## src/rtl/mem_access_unit.sv

```systemverilog
// mem_access_unit: load/store stage after the ALU.
// It runs one data-bus transaction for each memory instruction and steers the byte lanes.
// It checks alignment, enforces a bus timeout and sign/zero-extends load results.
// busy stays high from the cycle after start until the done cycle, so the CPU stalls.
module mem_access_unit #(
    parameter int unsigned TIMEOUT = 255
) (
    input  logic        clk,
    input  logic        rst,
    input  logic        start,
    input  logic [3:0]  mem_op,
    input  logic [31:0] addr,
    input  logic [31:0] wdata,
    output logic        busy,
    output logic        done,
    output logic [31:0] rdata,
    output logic        err_align,
    output logic        err_timeout,
    output logic        bus_req,
    output logic        bus_we,
    output logic [31:0] bus_addr,
    output logic [3:0]  bus_be,
    output logic [31:0] bus_wdata,
    input  logic        bus_ack,
    input  logic [31:0] bus_rdata
);

    localparam int unsigned CNT_W = (TIMEOUT < 2) ? 1 : $clog2(TIMEOUT);
    localparam logic [CNT_W-1:0] CNT_LAST = CNT_W'((TIMEOUT == 0) ? 0 : TIMEOUT - 1);

    localparam logic [1:0] S_IDLE = 2'd0;
    localparam logic [1:0] S_REQ  = 2'd1;
    localparam logic [1:0] S_DONE = 2'd2;

    localparam logic [2:0] OP_B  = 3'b000;
    localparam logic [2:0] OP_H  = 3'b001;
    localparam logic [2:0] OP_W  = 3'b011;
    localparam logic [2:0] OP_BU = 3'b100;
    localparam logic [2:0] OP_HU = 3'b101;

    logic [1:0]       state, state_nxt;
    logic [CNT_W-1:0] cnt, cnt_nxt;
    logic [2:0]       op_q, op_nxt;
    logic [1:0]       off_q, off_nxt;

    logic        busy_nxt, done_nxt, err_align_nxt, err_timeout_nxt;
    logic [31:0] rdata_nxt;
    logic        bus_req_nxt, bus_we_nxt;
    logic [31:0] bus_addr_nxt, bus_wdata_nxt;
    logic [3:0]  bus_be_nxt;

    logic        dec_legal, dec_misaligned;
    logic [3:0]  dec_be;
    logic [31:0] dec_wdata;
    logic [15:0] lane_h;
    logic [7:0]  lane_b;
    logic [31:0] load_val;

    // Decode the incoming instruction: legality, alignment, lane enables and store data
    always_comb begin
        dec_legal      = 1'b0;
        dec_misaligned = 1'b0;
        dec_be         = 4'b0000;
        dec_wdata      = 32'h0;
        case (mem_op[2:0])
            OP_B, OP_BU: begin
                dec_legal = (mem_op[2:0] == OP_B) || !mem_op[3];
                dec_be    = 4'b0001 << addr[1:0];
                dec_wdata = {4{wdata[7:0]}};
            end
            OP_H, OP_HU: begin
                dec_legal      = (mem_op[2:0] == OP_H) || !mem_op[3];
                dec_misaligned = addr[0];
                dec_be         = 4'b0011 << addr[1:0];
                dec_wdata      = {2{wdata[15:0]}};
            end
            OP_W: begin
                dec_legal      = 1'b1;
                dec_misaligned = (addr[1:0] != 2'b00);
                dec_be         = 4'b1111;
                dec_wdata      = wdata;
            end
            default: begin
                dec_legal = 1'b0;
            end
        endcase
        if (!mem_op[3]) begin
            dec_wdata = 32'h0;
        end
    end

    // Pick the addressed lane out of the read word and extend it
    always_comb begin
        lane_h   = 16'(bus_rdata >> {off_q, 3'b000});
        lane_b   = lane_h[7:0];
        load_val = bus_rdata;
        case (op_q)
            OP_B:    load_val = {{24{lane_b[7]}}, lane_b};
            OP_BU:   load_val = {24'h0, lane_b};
            OP_H:    load_val = {{16{lane_h[15]}}, lane_h};
            OP_HU:   load_val = {16'h0, lane_h};
            default: load_val = bus_rdata;
        endcase
    end

    // Next-state and next-output logic
    always_comb begin
        state_nxt       = state;
        cnt_nxt         = cnt;
        op_nxt          = op_q;
        off_nxt         = off_q;
        rdata_nxt       = rdata;
        err_align_nxt   = 1'b0;
        err_timeout_nxt = 1'b0;
        bus_req_nxt     = bus_req;
        bus_we_nxt      = bus_we;
        bus_addr_nxt    = bus_addr;
        bus_be_nxt      = bus_be;
        bus_wdata_nxt   = bus_wdata;

        case (state)
            S_IDLE: begin
                if (start) begin
                    if (!dec_legal) begin
                        rdata_nxt = 32'h0;
                        state_nxt = S_DONE;
                    end else if (dec_misaligned) begin
                        err_align_nxt = 1'b1;
                        state_nxt     = S_DONE;
                    end else begin
                        bus_req_nxt   = 1'b1;
                        bus_we_nxt    = mem_op[3];
                        bus_addr_nxt  = {addr[31:2], 2'b00};
                        bus_be_nxt    = dec_be;
                        bus_wdata_nxt = dec_wdata;
                        op_nxt        = mem_op[2:0];
                        off_nxt       = addr[1:0];
                        cnt_nxt       = '0;
                        state_nxt     = S_REQ;
                    end
                end
            end
            S_REQ: begin
                if (bus_ack) begin
                    bus_req_nxt = 1'b0;
                    if (!bus_we) begin
                        rdata_nxt = load_val;
                    end
                    state_nxt = S_DONE;
                end else if ((TIMEOUT != 0) && (cnt == CNT_LAST)) begin
                    bus_req_nxt     = 1'b0;
                    rdata_nxt       = 32'h0;
                    err_timeout_nxt = 1'b1;
                    state_nxt       = S_DONE;
                end else begin
                    cnt_nxt = cnt + CNT_W'(1);
                end
            end
            S_DONE: begin
                state_nxt = S_IDLE;
            end
            default: begin
                bus_req_nxt = 1'b0;
                state_nxt   = S_IDLE;
            end
        endcase

        done_nxt = (state_nxt == S_DONE);
        busy_nxt = (state_nxt != S_IDLE);
    end

    // State and registered outputs
    always_ff @(posedge clk) begin
        if (rst) begin
            state       <= S_IDLE;
            cnt         <= '0;
            op_q        <= 3'b000;
            off_q       <= 2'b00;
            busy        <= 1'b0;
            done        <= 1'b0;
            rdata       <= 32'h0;
            err_align   <= 1'b0;
            err_timeout <= 1'b0;
            bus_req     <= 1'b0;
            bus_we      <= 1'b0;
            bus_addr    <= 32'h0;
            bus_be      <= 4'b0000;
            bus_wdata   <= 32'h0;
        end else begin
            state       <= state_nxt;
            cnt         <= cnt_nxt;
            op_q        <= op_nxt;
            off_q       <= off_nxt;
            busy        <= busy_nxt;
            done        <= done_nxt;
            rdata       <= rdata_nxt;
            err_align   <= err_align_nxt;
            err_timeout <= err_timeout_nxt;
            bus_req     <= bus_req_nxt;
            bus_we      <= bus_we_nxt;
            bus_addr    <= bus_addr_nxt;
            bus_be      <= bus_be_nxt;
            bus_wdata   <= bus_wdata_nxt;
        end
    end

endmodule

```

## config.mk

```make
export PLATFORM = sky130hd
export DESIGN_NAME = mem_access_unit
export DESIGN_NICKNAME = d
export VERILOG_FILES = /design/src/rtl/mem_access_unit.sv
export SDC_FILE = /design/constraint.sdc
export NUM_CORES = 1
export LEC_CHECK = 0
export BUFFER_PORTS_ARGS = -buffer_cell sky130_fd_sc_hd__clkbuf_2
export CAP_MARGIN = 20
export CORE_MARGIN = 1
export CORE_UTILIZATION = 49
export DETAILED_ROUTE_END_ITERATION = 10
export PLACE_DENSITY_LB_ADDON = 0.25
export SYNTH_ARGS = -nofsm -noshare
export SYNTH_HDL_FRONTEND = slang
export SYNTH_SLANG_ARGS = --single-unit
```

## constraint.sdc

```tcl
create_clock -name clk -period 2.5 [get_ports clk]
set_input_delay 0.75 -clock clk [delete_from_list [all_inputs] [get_ports clk]]
set_output_delay 0.75 -clock clk [all_outputs]
set_load 0.05 [all_outputs]
```

==> summary.txt <==
Die
  • IO Count: 210
  • Die width: 106.2 um
  • Core Box Area: about 0.010 mm2
  • Initial Util: 51.03%
  • Chip height: about 110 um
  • Rows: 37
  • Die area: 0.01127 mm2

Clocking
  • # hold bufs at CTS: 0
  • CTS tree: done
  • Setup bufs post-CTS: 0
  • CTS Buffer Depth: 2
  • # resized after CTS: 0
  • CTS H-tree depth: 4
  • CTS Buf Count: 17
  • Reg clk slew, reported paths: around 50 ps
  • Clk Tree Root Cell: clkbuf_8
  • Clock Sinks: 119
  • Worst skew pair latency: between 500 and 600 ps

Power and ir drop
  • P_sw: between 1000 and 1500 uW
  • PD cells: 694.0 mW/mm2
  • Combinational cell fraction of total power: 15.9%
  • Seq pwr share: 41.7%
  • Net Sw Frac: 28.83%
  • Internal power: about 3400 uW
  • Leakage: between 0.003 and 0.004 uW
  • Max VDD drop: between 0.0004 and 0.0005 V
  • Clk pwr share: roughly 42%

Placed design
  • Final HPWL DP: 10.91 mm
  • Port Buf Inserts: 207
  • Gpl congestion: 0.8395

Worst setup path
  • R2r setup slk: 310 ps
  • Worst r2r src: off_q[1]
  • Crit end category: flip-flop
  • Worst r2r path cells: 6
  • CP Max Fanout: 17
  • Setup CP Type: flip-flop to flip-flop
  • CP peak stage delay: 710 ps
  • Setup crit start kind: flip-flop
  • WP data required: 2950 ps
  • CP arrival: between 2000 and 3000 ps
  • Slowest-stage cell, CP: dfxtp_1
  • Cell Chain, Critical Path: nor2b_1 > o2bb2ai_1 > o21ai_1 > nor4_4 > buf_4 > a221o_1
  • FF-to-FF End: rdata[16]

Global routing
  • Total congestion overflow: 0
  • Vias in the first global route: just under 5,000
  • Global-route wire length before repair: roughly 24 mm
  • Pin count of the biggest net entering global routing: 42
  • Total GRT Usage: 26.45%
  • Initial antenna violation count: 0

Yosys
  • #FFs+latches synth: 119
  • Avg Inst Size Synth: roughly 8.7 um2
  • Post-synth ARST share: 0%
  • Sequential share of the synthesized area: 44.82%
  • Distinct cells, synth: 56
  • Post-synth EDFFs: 0
  • Gate Count Post-Synth: approximately 600
  • Synth warn: 0
  • Top_reg_cell synth: dfxtp_1
  • Mapped Area: approximately 0.0053 mm2

STA
  • Fin Clk Skew: 6.483 ps
  • Worst hold margin: 454.2 ps
  • Setup TNS: 0 ps
  • RSZ-0062 raised after global routing: false
  • Tmin final: 2190 ps
  • Max-Slew Margin vs Limit: 58.62%
  • Final setup viols: 0
  • Final period util: 87.58%
  • Worst slew pin tran: approximately 620 ps
  • Slew Limit Fails: 0
  • Hold Fails Final Rpt: 0
  • Fmax: 456.7 MHz

Routing
  • Routed WL: 14.85 mm
  • DR vias/cell: around 5.6
  • Detailed-route via count: 5,349
  • DRC viols: 0
  • Pre-antenna DRT Iters: 5
  • Post-DR wirelength/cell: 15.55 um
  • Antenna Nets Post-Route: 0
  • Iter 0 DRT Violations: ~330

Hold path
  • Worst Hold Path Cells: 2
  • HP Start: bus_addr[23]
  • Hold Path End: bus_addr[23]
  • Min-delay worst type: flip-flop to flip-flop

Layout
  • P&R area growth vs syn: 30.27%
  • Fin nets: 913
  • Fraction of layout cells with a size suffix above 1: between 30 and 40%
  • Antenna diodes: 0

Status
  • Status: completed

Flow run
  • Maxcap violations: 0
state kept, by name, indices dropped and copies added, names as in the netlist:
| register | flops |
|---|---|
| bus_wdata | 32 |
| rdata | 32 |
| bus_addr | 30 |
| cnt | 8 |
| bus_be | 4 |
| op_q | 3 |
| off_q | 2 |
| state | 2 |
| bus_req | 1 |
| bus_we | 1 |
| busy | 1 |
| done | 1 |
| err_align | 1 |
| err_timeout | 1 |
worst max-delay path by stage:
| stage | start | to | cells after the start |
|---|---|---|---|
| floorplan | mem_op[0] | bus_addr[16] | 9 |
| global placement | mem_op[1] | cnt[7] | 6 |
| detailed placement | mem_op[1] | cnt[7] | 6 |
| CTS | off_q[1] | rdata[21] | 6 |
| global route | off_q[1] | rdata[23] | 6 |
| finish | off_q[1] | rdata[16] | 6 |
layout by cell type (no fill, tap or decap), types with 3 or more instances in the layout:
cell type	instances
a22o_1	31
mux2_2	9
or4_1	3
o22ai_1	15
clkbuf_2	207
nor2_1	21
nand3_1	28
buf_4	18
mux2i_1	15
nor2b_1	5
nand2b_1	5
a21oi_1	86
nor3_1	10
nand2_1	102
o31ai_1	3
dfxtp_1	119
clkinv_2	9
inv_1	14
o21ai_0	21
clkbuf_16	16
a221o_1	24
or3_1	4
nand4_1	3
layer usage:
metal | share of wire [%] | vias to the layer above | GRT usage (%) | wire length, um
li1 | - | 2599 | - | -
met1 | 43 | 2489 | 33.67 | 6426
met2 | 47 | 235 | 40.68 | 6985
met3 | 7.4 | 26 | 8.522 | 1106
met4 | 2.3 | 0 | 12.00 | 335
met5 | 0 | - | 0 | 0
power groups by stage:
stage	clock network [uW]	logic [uW]	registers [uW]
after global placement	0	742	2040
after detailed placement	0	757	2040
after floorplan	0	347	2220
after global routing	2180	819	2010
final	2040	762	2010
after CTS	2060	760	2010
stage by stage:
step / worst slack (ps) / utilization, % / cell area, um2 / std cells / total power, uW
2_1_floorplan: 267.1 / - / 5319 / 613 / 2567
3_3_place_gp: 149.6 / 61.72 / 6429 / 924 / 2783
3_5_place_dp: 100.2 / 61.72 / 6429 / 924 / 2802
4_1_cts: 291.0 / 66.47 / 6924 / 955 / 4829
5_1_grt: 110.6 / 66.47 / 6924 / 955 / 5014
6_report: 310.4 / 66.47 / 6924 / 955 / 4806
logic make-up after synthesis:
logic type                 share of synthesized area [%]
adders and majority gates                         0.4707
and+or+nand+nor                                    18.62
DFF                                                44.82
AOI/OAI and AO/OA                                  25.00
muxes                                              4.732
buffers and inverters                              6.285
other                                            0.07055
synthesized netlist by cell type (15+ instances only):
cell type  instances  share of area [%]
buf_2             15                1.4
nor2_1            21                1.5
nand2_1          102                7.2
a21oi_1           86                8.1
o21ai_0           21                2.0
o22ai_1           15                1.8
nand3_1           28                2.6
a22o_1            31                5.1
mux2i_1           15                2.8
clkbuf_1          20                1.4
dfxtp_1          119                 45
a221o_1           24                4.5
cell type report:
class	instances	area, um2
well taps	136	170.2
flip-flops and latches	119	2382
clock buffers	20	435.4
repair buffers	227	1211
fillers	889	3492
clock inverters	11	60.06
multi-input cells	428	2613
inverters	14	52.55
critical path, delay by kind of cell (launching register included):
family	cells	cell delay, ps
simple gates	2	730
flops	1	710
compound gates	3	450
buf+inv	1	240
Note: power is estimated with default switching activity, not from simulation.
